==> src/rtl/fetch_if.sv <==
// fetch_if: ROM address/data, redirect and decode handshake bundle for fetch_controller.
interface fetch_if #(parameter int DATA_WIDTH = 32);
  logic fetch_enable;
  logic [DATA_WIDTH-1:0] rom_address;
  logic [DATA_WIDTH-1:0] rom_instruction;
  logic redirect_valid;
  logic [DATA_WIDTH-1:0] redirect_pc;
  logic instr_valid;
  logic instr_ready;
  logic [DATA_WIDTH-1:0] instr_data;
  logic [DATA_WIDTH-1:0] instr_pc;
  logic busy_full;
  logic [DATA_WIDTH-1:0] delivered_count;
  modport master (
    input  fetch_enable, rom_instruction, redirect_valid, redirect_pc, instr_ready,
    output rom_address, instr_valid, instr_data, instr_pc, busy_full, delivered_count
  );
  modport slave (
    output fetch_enable, rom_instruction, redirect_valid, redirect_pc, instr_ready,
    input  rom_address, instr_valid, instr_data, instr_pc, busy_full, delivered_count
  );
endinterface

==> src/rtl/fetch_controller.sv <==
// fetch_controller: PC sequencing over an async program ROM with a flushable prefetch queue toward decode.
module fetch_controller #(
  parameter int DATA_WIDTH = 32,
  parameter int QUEUE_DEPTH = 2,
  parameter logic [DATA_WIDTH-1:0] RESET_PC = 32'h0040_0000
) (
  input logic clk,
  input logic reset,
  fetch_if.master bus
);
  localparam int AW = $clog2(QUEUE_DEPTH);
  localparam int CW = AW + 1;
  localparam logic [CW-1:0] FULL = CW'(QUEUE_DEPTH);
  typedef enum logic [1:0] {IDLE, FETCH, STALL} state_t;
  state_t state, state_next;
  logic [DATA_WIDTH-1:0] pc_reg;
  logic [DATA_WIDTH-1:0] delivered;
  logic [DATA_WIDTH-1:0] q_data [QUEUE_DEPTH];
  logic [DATA_WIDTH-1:0] q_pc [QUEUE_DEPTH];
  logic [AW-1:0] rd_ptr, wr_ptr;
  logic [CW-1:0] count, count_next;
  logic valid, push, pop;
  assign valid = count != '0;
  assign bus.rom_address = pc_reg;
  assign bus.instr_valid = valid;
  assign bus.busy_full = count == FULL;
  assign bus.instr_data = valid ? q_data[rd_ptr] : '0;
  assign bus.instr_pc = valid ? q_pc[rd_ptr] : '0;
  assign bus.delivered_count = delivered;
  // A pop frees a slot in the same cycle, so a full queue still streams one word per cycle.
  always_comb begin
    pop = valid && bus.instr_ready;
    push = state != IDLE && bus.fetch_enable && !bus.redirect_valid && (count < FULL || pop);
    count_next = bus.redirect_valid ? '0 : count + CW'(push) - CW'(pop);
    state_next = state == IDLE ? (bus.fetch_enable && !bus.redirect_valid ? FETCH : IDLE)
               : !bus.fetch_enable ? IDLE
               : bus.redirect_valid ? FETCH
               : state == STALL ? (pop ? FETCH : STALL)
               : (count_next == FULL && !pop ? STALL : FETCH);
  end
  always_ff @(posedge clk) begin
    if (reset) begin
      state <= IDLE;
      pc_reg <= RESET_PC;
      count <= '0;
      rd_ptr <= '0;
      wr_ptr <= '0;
      delivered <= '0;
    end else begin
      state <= state_next;
      count <= count_next;
      if (pop) delivered <= delivered + DATA_WIDTH'(1);
      if (bus.redirect_valid) begin
        rd_ptr <= '0;
        wr_ptr <= '0;
        pc_reg <= {bus.redirect_pc[DATA_WIDTH-1:2], 2'b00};
      end else begin
        if (pop) rd_ptr <= rd_ptr + AW'(1);
        if (push) begin
          q_data[wr_ptr] <= bus.rom_instruction;
          q_pc[wr_ptr] <= pc_reg;
          wr_ptr <= wr_ptr + AW'(1);
          pc_reg <= pc_reg + DATA_WIDTH'(4);
        end
      end
    end
  end
endmodule

==> src/flat_wrapper.sv <==
// flat-port wrapper written by rule: the top's interface ports become plain ports
module fetch_controller_flat 
#(
  parameter int DATA_WIDTH = 32,
  parameter int QUEUE_DEPTH = 2,
  parameter logic [DATA_WIDTH-1:0] RESET_PC = 32'h0040_0000
)
  (clk, reset, bus_fetch_enable, bus_rom_instruction, bus_redirect_valid, bus_redirect_pc, bus_instr_ready, bus_rom_address, bus_instr_valid, bus_instr_data, bus_instr_pc, bus_busy_full, bus_delivered_count);
  fetch_if #(.DATA_WIDTH(DATA_WIDTH)) bus_i ();
  input logic clk;
  input logic reset;
  input wire logic [$bits(bus_i.fetch_enable)-1:0] bus_fetch_enable;
  input wire logic [$bits(bus_i.rom_instruction)-1:0] bus_rom_instruction;
  input wire logic [$bits(bus_i.redirect_valid)-1:0] bus_redirect_valid;
  input wire logic [$bits(bus_i.redirect_pc)-1:0] bus_redirect_pc;
  input wire logic [$bits(bus_i.instr_ready)-1:0] bus_instr_ready;
  output wire logic [$bits(bus_i.rom_address)-1:0] bus_rom_address;
  output wire logic [$bits(bus_i.instr_valid)-1:0] bus_instr_valid;
  output wire logic [$bits(bus_i.instr_data)-1:0] bus_instr_data;
  output wire logic [$bits(bus_i.instr_pc)-1:0] bus_instr_pc;
  output wire logic [$bits(bus_i.busy_full)-1:0] bus_busy_full;
  output wire logic [$bits(bus_i.delivered_count)-1:0] bus_delivered_count;
  assign bus_i.fetch_enable = bus_fetch_enable;
  assign bus_i.rom_instruction = bus_rom_instruction;
  assign bus_i.redirect_valid = bus_redirect_valid;
  assign bus_i.redirect_pc = bus_redirect_pc;
  assign bus_i.instr_ready = bus_instr_ready;
  assign bus_rom_address = bus_i.rom_address;
  assign bus_instr_valid = bus_i.instr_valid;
  assign bus_instr_data = bus_i.instr_data;
  assign bus_instr_pc = bus_i.instr_pc;
  assign bus_busy_full = bus_i.busy_full;
  assign bus_delivered_count = bus_i.delivered_count;
  fetch_controller #(.DATA_WIDTH(DATA_WIDTH), .QUEUE_DEPTH(QUEUE_DEPTH), .RESET_PC(RESET_PC)) u_core (.clk(clk), .reset(reset), .bus(bus_i));
endmodule
==> config.mk <==
export PLATFORM = sky130hd
export DESIGN_NAME = fetch_controller_flat
export DESIGN_NICKNAME = d
export VERILOG_FILES = /design/src/rtl/fetch_if.sv /design/src/rtl/fetch_controller.sv /design/src/flat_wrapper.sv
export SDC_FILE = /design/constraint.sdc
export NUM_CORES = 1
export LEC_CHECK = 0
export CAP_MARGIN = 10
export CORE_MARGIN = 2
export CORE_UTILIZATION = 50
export DETAILED_ROUTE_END_ITERATION = 8
export GPL_TIMING_DRIVEN = 0
export PLACE_DENSITY = 0.81
export SLEW_MARGIN = 30
export SYNTH_ARGS = -nofsm -noshare
export SYNTH_HDL_FRONTEND = slang
export SYNTH_SLANG_ARGS = --single-unit
==> constraint.sdc <==
create_clock -name clk -period 11.1 [get_ports clk]
set_input_delay 1.11 -clock clk [delete_from_list [all_inputs] [get_ports clk]]
set_output_delay 1.11 -clock clk [all_outputs]
set_load 0.02 [all_outputs]
# Word level (Yosys, flattened, before mapping)
# Memories as Yosys holds them, arrays and structs flattened. A register that Yosys moved wholly into a read port is not among the register bits.
# Index checks and enable logic that the tools add are counted.
# W data, S select, Z words.
[word_totals]
register_bits = 70
ramBits = 128
out_inout_bits = 130
word_cells = 53
n_memories = 2
[classes]
add_sub_neg = 6
order_cmp = 1
n_eq_ne = 3
n_mux = 20
n_reduce_logical = 14
[memory_table]
columns = ["memory", "depth", "width", "read_ports", "rd_ports_with_merged_regs", "wr", "line", "text"]
rows = [
  ["u_core.q_data", 2, 32, 1, 1, 1, "fetch_controller.sv:18", "logic [DATA_WIDTH-1:0] q_data [QUEUE_DEPTH];"],
  ["u_core.q_pc", 2, 32, 1, 1, 1, "fetch_controller.sv:19", "logic [DATA_WIDTH-1:0] q_pc [QUEUE_DEPTH];"],
]
[ops]
columns = ["cell", "count"]
rows = [
  ["$mux W32", 4],
  ["$add A32 B1 Y32 const B", 1],
  ["$add A32 B3 Y32 const B", 1],
  ["$mux W2", 7],
  ["$mux W1", 9],
  ["$eq A2 B2 Y1 const B", 3],
  ["$logic_and A1 B1 Y1", 6],
  ["$reduce_bool A2 Y1", 3],
  ["$add A1 B1 Y1 const B", 2],
  ["$add A2 B1 Y2", 1],
  ["$logic_not A1 Y1", 2],
  ["$logic_not A2 Y1", 1],
  ["$lt A2 B2 Y1 const B", 1],
  ["$reduce_or A2 Y1", 1],
  ["$sub A2 B1 Y2", 1],
  ["$logic_or A1 B1 Y1", 1],
]

# Depth between registers and ports, before layout
# Gate-level depths: netlist of the first run.
[depth]
depth_word = 14
depth_mapped = 8
mapped_depth_nobuf = 7

# Worst setup path after synthesis of the first run
# Ideal clock, no wire load.
[synth_timing]
kind = "input -> register"
from = "in bus_instr_ready"
to = "mem u_core.q_data[0][0] (enable)"
setup_ns = 0.482
t_arrival_ns = 4.416
t_required_ns = 10.618
path_slack_ns = 6.202
path_stages = 5
n_path_buf = 1
path_cell_list = "nand2b_1 and3_1 clkbuf_1 nand2_1 nor2_1"
[synth_via]
elab_chain_cells = 7
[synth_rtl]
columns = ["element", "line", "text"]
rows = [
  ["start: declaration", "flat_wrapper.sv:16", "input wire logic [$bits(bus_i.instr_ready)-1:0] bus_instr_ready;"],
  ["$logic_and A1 B1 Y1", "fetch_controller.sv:32", "pop = valid && bus.instr_ready;"],
  ["$logic_or A1 B1 Y1", "fetch_controller.sv:33", "push = state != IDLE && bus.fetch_enable && !bus.redirect_valid && (count < FULL || pop);"],
  ["$logic_and A1 B1 Y1", "fetch_controller.sv:33", ""],
  ["$mux W1", "fetch_controller.sv:59", "if (push) begin"],
  ["$mux W1", "fetch_controller.sv:53", "if (bus.redirect_valid) begin"],
  ["$mux W1", "fetch_controller.sv:42", "if (reset) begin"],
  ["$mux W1 (not written as such)", "fetch_controller.sv:60", "q_data[wr_ptr] <= bus.rom_instruction;"],
  ["end: declaration", "fetch_controller.sv:18", ""],
]
# No other way between the ends.

==> run metrics, run 1 <==
status finished clean; CP required approximately 10000 ps; clock transition at the registers of the reported paths 70 ps; critical path class flip-flop to output pin; die area between 15000 and 20000 sq um; Vias/cell between 5 and 6; share of the synthesized area in the top cell type 46.1%; die height 131 um; gr ovfl total 0; fin area 11000 sq um; maximum net fanout on the critical path 10; CTS H-Tree Depth 4; PortBufs 192; Post-Layout Cell Count 1120; register share of total power 54.2%; global placement routability congestion 0.882; fmax 251 MHz; power density over the cells 133 nW/um^2; Slew Viols, Final 0; Initial DRC Count 384; Post-Place Cell Area 10400 sq um; Initial Util 51.0%; RSZ-0062 raised after global routing no; Hold Fails Final Rpt 0; clock network fraction of total power 39.6%; number of iterations in the first detailed-routing pass 5; WL final 19100 um; Yosys top cell by area edfxtp_1; CP most frequent cell clkbuf_1; Post-DP HPWL between 10000 and 15000 um; peak supply drop 0.000110 V; Synth area leaders edfxtp_1, dfxtp_1, mux2i_1, nor2_1, xor2_1; YS warnings 0; # rows 46; vias 6037; layout cell share with drive strength beyond 1 approximately 5.9%; Syn Area/Cell around 12 sq um; clock skew 7.16 ps; # diodes 0; delay of the slowest critical-path stage 650 ps; fin crit share 35.9%; clock root buffer clkbuf_16; Worst Reg-to-Reg Cells 6; Post-synth EDFFs 124; Worst Hold Class flip-flop to flip-flop; total CTS buffers 17; CTS max path bufs 2; top-count cell post-synth edfxtp_1; main flop type after synthesis edfxtp_1; max cap viols 0; CP max stage cell clkdlybuf4s50_1; most frequent cells after synthesis edfxtp_1, nor2_1, dfxtp_1; nets@finish 963; sw frac 22.3%; Die X-Extent 131 um; FILL cells around 1200; CP cell instances clkbuf_1, clkbuf_1, mux2i_1, nor2_1, clkdlybuf4s50_1; sw power 0.000325 W; Area growth syn-to-layout 35.8%; number of global-route vias before repair 5595; largest net degree at the start of global routing 36; Slew @ Worst Pin roughly 770 ps; Core Area 15800 sq um; Ports 199; CTS tree done; Setup TNS 0 ps; Post-CTS Repair Setup Buffers 0; GRT Total Usage 22.1%; ys async rst share 0%; arrival time worst endpoint 2870 ps; Worst setup SP type flip-flop; sequential element share of the synthesized area about 63%; DRT antenna net count 0; WHS Path Cells 2; Slew headroom around half; placed insts 1088; post-CTS resize count 0; fin crit period roughly 4000 ps; leakage around 3.5 nW; CTS Hold Bufs 0; initial antenna violation count 0; Clock Sinks 193; per-cell routed wire length 17.1 um; Clock Latency Late Sink 430 ps; post-synthesis cell count about 670; Storage cell area 5100 sq um; Worst setup EP type output pin; Multi-input gate area 2790 sq um; Synth Cell Area 8080 sq um; residual DRC count 0; Final setup viols 0; internal power 0.00113 W; flops & latches, synth 193; combinational share of power between 6 and 7%; post-synth cell types 47; first-pass GRT wire length between 20000 and 30000 um
-- worst paths after layout --
kind	startpoint	to	slack, ps
max	flip-flop	bus_instr_pc[23]	7120
min	u_core.bus.delivered_count[31]	u_core.bus.delivered_count[31]	540
max reg2reg	u_core.bus.rom_address[8]	u_core.bus.rom_address[25]	8500
min reg2reg	u_core.bus.delivered_count[31]	u_core.bus.delivered_count[31]	540
-- flip-flops by register name, summed over array words and instances (netlist names), named ones only --
signal and flops:
u_core.q_data 64, u_core.q_pc 60, u_core.bus.delivered_count 32, u_core.bus.rom_address 30, u_core.count 2, u_core.state 2, u_core.rd_ptr 1, u_core.wr_ptr 1
-- metrics by stage --
stage	total power, W	util (%)	setup WS (ps)	hold slack (ps)
final	0.00146	69.3	7120	539
after global routing	0.00150	69.3	6950	560
after CTS	0.00147	69.2	7070	543
after detailed placement	0.000895	65.7	7220	522
after global placement	0.000893	64.9	3810	504
after floorplan	0.000838	-	6200	520
-- power groups by stage --
stage / sequential [W] / combinational (W) / clock [W]
2_1_floorplan: 0.000809 / 0.0000288 / 0
3_3_place_gp: 0.000805 / 0.0000877 / 0
3_5_place_dp: 0.000805 / 0.0000899 / 0
4_1_cts: 0.000789 / 0.0000904 / 0.000587
5_1_grt: 0.000791 / 0.0000968 / 0.000612
6_report: 0.000790 / 0.0000905 / 0.000578
-- placed cells by master, fill, tap and decap left out, types with 3 or more instances in the layout --
cell type,count
a21oi_1,5
xor2_1,30
and3_1,8
conb_1,4
clkbuf_16,17
buf_4,4
nand3_1,23
clkbuf_1,28
ha_1,3
buf_16,3
a211oi_1,14
and4_1,5
nor3_1,14
o21ai_0,11
a311oi_1,7
and2_1,6
nor2_1,120
inv_1,9
clkinvlp_4,5
o22ai_1,4
a31oi_1,4
clkdlybuf4s50_1,192
xnor2_1,26
edfxtp_1,124
nor4_1,15
mux2i_1,63
or3_1,6
dfxtp_1,69
nand2_1,23
nand4_1,21
-- worst max-delay path: cells and delay by family, from the launching register on --
kind          cells  cell delay [ps]
buf+inv           3             1810
flops             1              310
mux               1              160
simple gates      1              150
-- cell families after synthesis --
family | after synthesis | share of synthesized area, %
compound gates | 49 | 4.12
xor+xnor | 56 | 6.07
fa+ha+maj | 3 | 0.465
buf+inv | 48 | 2.62
flops | 193 | 63.2
mux | 64 | 7.95
other cells | 1 | 0.0464
simple gates | 259 | 15.5
-- area by class of cell --
cell class / count / area share (%)
clock inverters: 14 / 1.26
multi-input cells: 435 / 25.4
flip-flops and latches: 193 / 46.6
inverters: 10 / 0.342
well taps: 216 / 2.47
clock buffers: 18 / 3.91
repair buffers: 196 / 18.5
plain buffers: 38 / 1.59
-- metal layers --
metal	global-route usage [%]	part of all wire [%]	wire [um]	vias to the layer above
met5	0	0	0	-
met4	6.82	1.4	261	0
met3	5.76	10	1940	19
met2	36.4	48	9110	251
met1	29.1	41	7790	2889
li1	-	-	-	2878
Power figures use the tool's default switching activity.
==> run 2, diff against run 1 <==
Settings changed: CORE_UTILIZATION 50 to 49, PLACE_DENSITY 0.81 to 0.79.
Clock period 11.1 ns to 3.7 ns, I/O delays scaled along.
==> run 2 against run 1 <==
Compared with the run above: core utilization decreased by 0.87 points; global-route usage rose by 0.39 points; via count fell by 1.1%; flip-flop and latch count did not move; clock power grew to 2.9 times the previous value; critical path depth is the same; register-to-register slack got worse by 7500 ps; hold slack got worse by 44 ps; die area increased by 2.0%; power increased to 3.0 times the previous value; clock skew grew 1.6 ps; critical endpoint is now bus_instr_data[9].
==> run metrics, run 2 (synthesis results as in run 1) <==
critical path class flip-flop to output pin; clock transition at the registers of the reported paths 70 ps (about the same); CTS Hold Bufs 0 (unchanged); Hold Slack 495 ps (-43.8 ps); FILL cells 1234 (+6.0%); gr ovfl total 0 (unchanged); Slew Viols, Final 0 (unchanged); total CTS buffers 17 (unchanged); CTS H-Tree Depth 4 (unchanged); Area growth syn-to-layout 35.5%; residual DRC count 0 (unchanged); largest net degree at the start of global routing 47 (+31%); CTS max path bufs 2 (unchanged); die height 132 um (+0.98%); Initial Util 50.5% (-0.55 points); number of iterations in the first detailed-routing pass 5 (unchanged); leakage 3.52 nW (+0.36%); flip-flop count of the largest register after layout 64 (unchanged); first-pass GRT wire length 30800 um (+6.9%); arrival time worst endpoint 2850 ps (-20 ps); power density over the cells 395 nW/um^2 (+200%); Slew headroom 31.6% (-17 points); Initial DRC Count 402 (+4.7%); number of global-route vias before repair 5687 (+1.6%); Worst setup EP type output pin; Vias/cell 5.33 (-1.1%); peak supply drop 0.000335 V (+200%); Post-CTS Repair Setup Buffers 0 (unchanged); global placement routability congestion 0.839 (-4.9%); DRT antenna net count 0 (unchanged); Setup WS post-layout 479 ps (-6640 ps); Worst setup SP type flip-flop; GRT Total Usage 22.5% (+0.39 points); maximum net fanout on the critical path 10 (unchanged); per-cell routed wire length 17.5 um (+2.8%); status finished clean; commonest non-fill, non-tap cells in the layout clkdlybuf4s50_1, edfxtp_1, nor2_1; max cap viols 0 (unchanged); clock root buffer clkbuf_16; Clock Latency Late Sink 430 ps (about the same); vias 5969 (-1.1%); fmax 310 MHz; met1 global-route usage 29.6% (+0.58 points); Placement Setup Slack 448 ps (-6770 ps); layout cell share with drive strength beyond 1 5.53% (-0.33 points); met2 Usage GRT 37.0% (+0.60 points); fin area 10900 sq um (-0.18%); Final Power 0.00432 W (+200%); # rows 46 (unchanged); WL final 19600 um (+2.8%); Slew @ Worst Pin 1020 ps (+251 ps); fin crit share 87.1%; initial antenna violation count 0 (unchanged); Worst Reg-to-Reg Cells 6 (unchanged); WHS Path Cells 3 (+1); gr busiest metal met2; # diodes 0 (unchanged); commonest non-fill, non-tap cell in the layout clkdlybuf4s50_1; nets@finish 963 (unchanged); Finished Core Util 68.4% (-0.87 points); Post-Place Cell Area 10400 sq um (about the same); Final setup viols 0 (unchanged); RSZ-0062 raised after global routing no; Most flops, register u_core.q_data; met3 GRT Util 5.15% (-0.61 points); clock skew 8.75 ps (+1.59 ps); Post-DP HPWL 14000 um (+1.3%); Hold Fails Final Rpt 0 (unchanged); Die X-Extent 132 um (+0.98%); CP required 3330 ps (-6660 ps); Ports 199 (unchanged); post-CTS resize count 0 (unchanged); Clock Sinks 193 (unchanged); fin crit period between 3000 and 4000 ps; die area 17500 sq um (+2.0%); CTS tree done; PortBufs 192 (unchanged); Core Area 16000 sq um (+1.1%); Worst Hold Class input pin to flip-flop
==> run 2: layout make-up <==
class                      instances  area [sq um]  area share (%)
buffer                            38           174            1.59
tap                              216           270            2.47
sequential                       193          5100            46.6
clock inverter                    11          81.3           0.743
timing repair buffer             196          2030            18.6
multi-input combinational        435          2780            25.4
clock buffer                      21           460            4.21
inverter                          10          37.5           0.343
==> run 2: layer usage <==
layer	up-vias	wire length (um)
met5	-	0
met4	0	422
met3	32	1370
met2	216	9510
met1	2840	8330
li1	2881	-
==> run 2: path summary, 6_finish.rpt <==
| path | start | to | slack [ps] |
|---|---|---|---|
| setup / recovery | flip-flop | bus_instr_data[9] | 480 |
| hold reg to reg | u_core.bus.rom_address[31] | u_core.q_pc[0][31] | 550 |
| hold / removal | bus_redirect_pc[2] | u_core.bus.rom_address[2] | 500 |
| setup reg to reg | u_core.bus.rom_address[8] | u_core.bus.rom_address[25] | 1000 |
==> run 2: where the power goes <==
group | internal [W] | switching [W] | leakage [nW]
registers | 0.00232 | 0.0000500 | 1.68
logic | 0.000143 | 0.000130 | 1.57
clock network | 0.000901 | 0.000778 | 0.269
==> run 2: per-stage QoR <==
stage                     TNS (ps)  std cells
after global routing             0       1120
final                            0       1120
after floorplan                  0        676
after CTS                        0       1120
after detailed placement         0       1088
after global placement     -131720       1084
==> run 2: worst max-delay path: stages, from the launching register on <==
cell             delay [ps]
dfxtp_1                 310
clkbuf_1                480
clkbuf_1                670
mux2i_1                 200
nor2_1                  140
clkdlybuf4s50_1         620
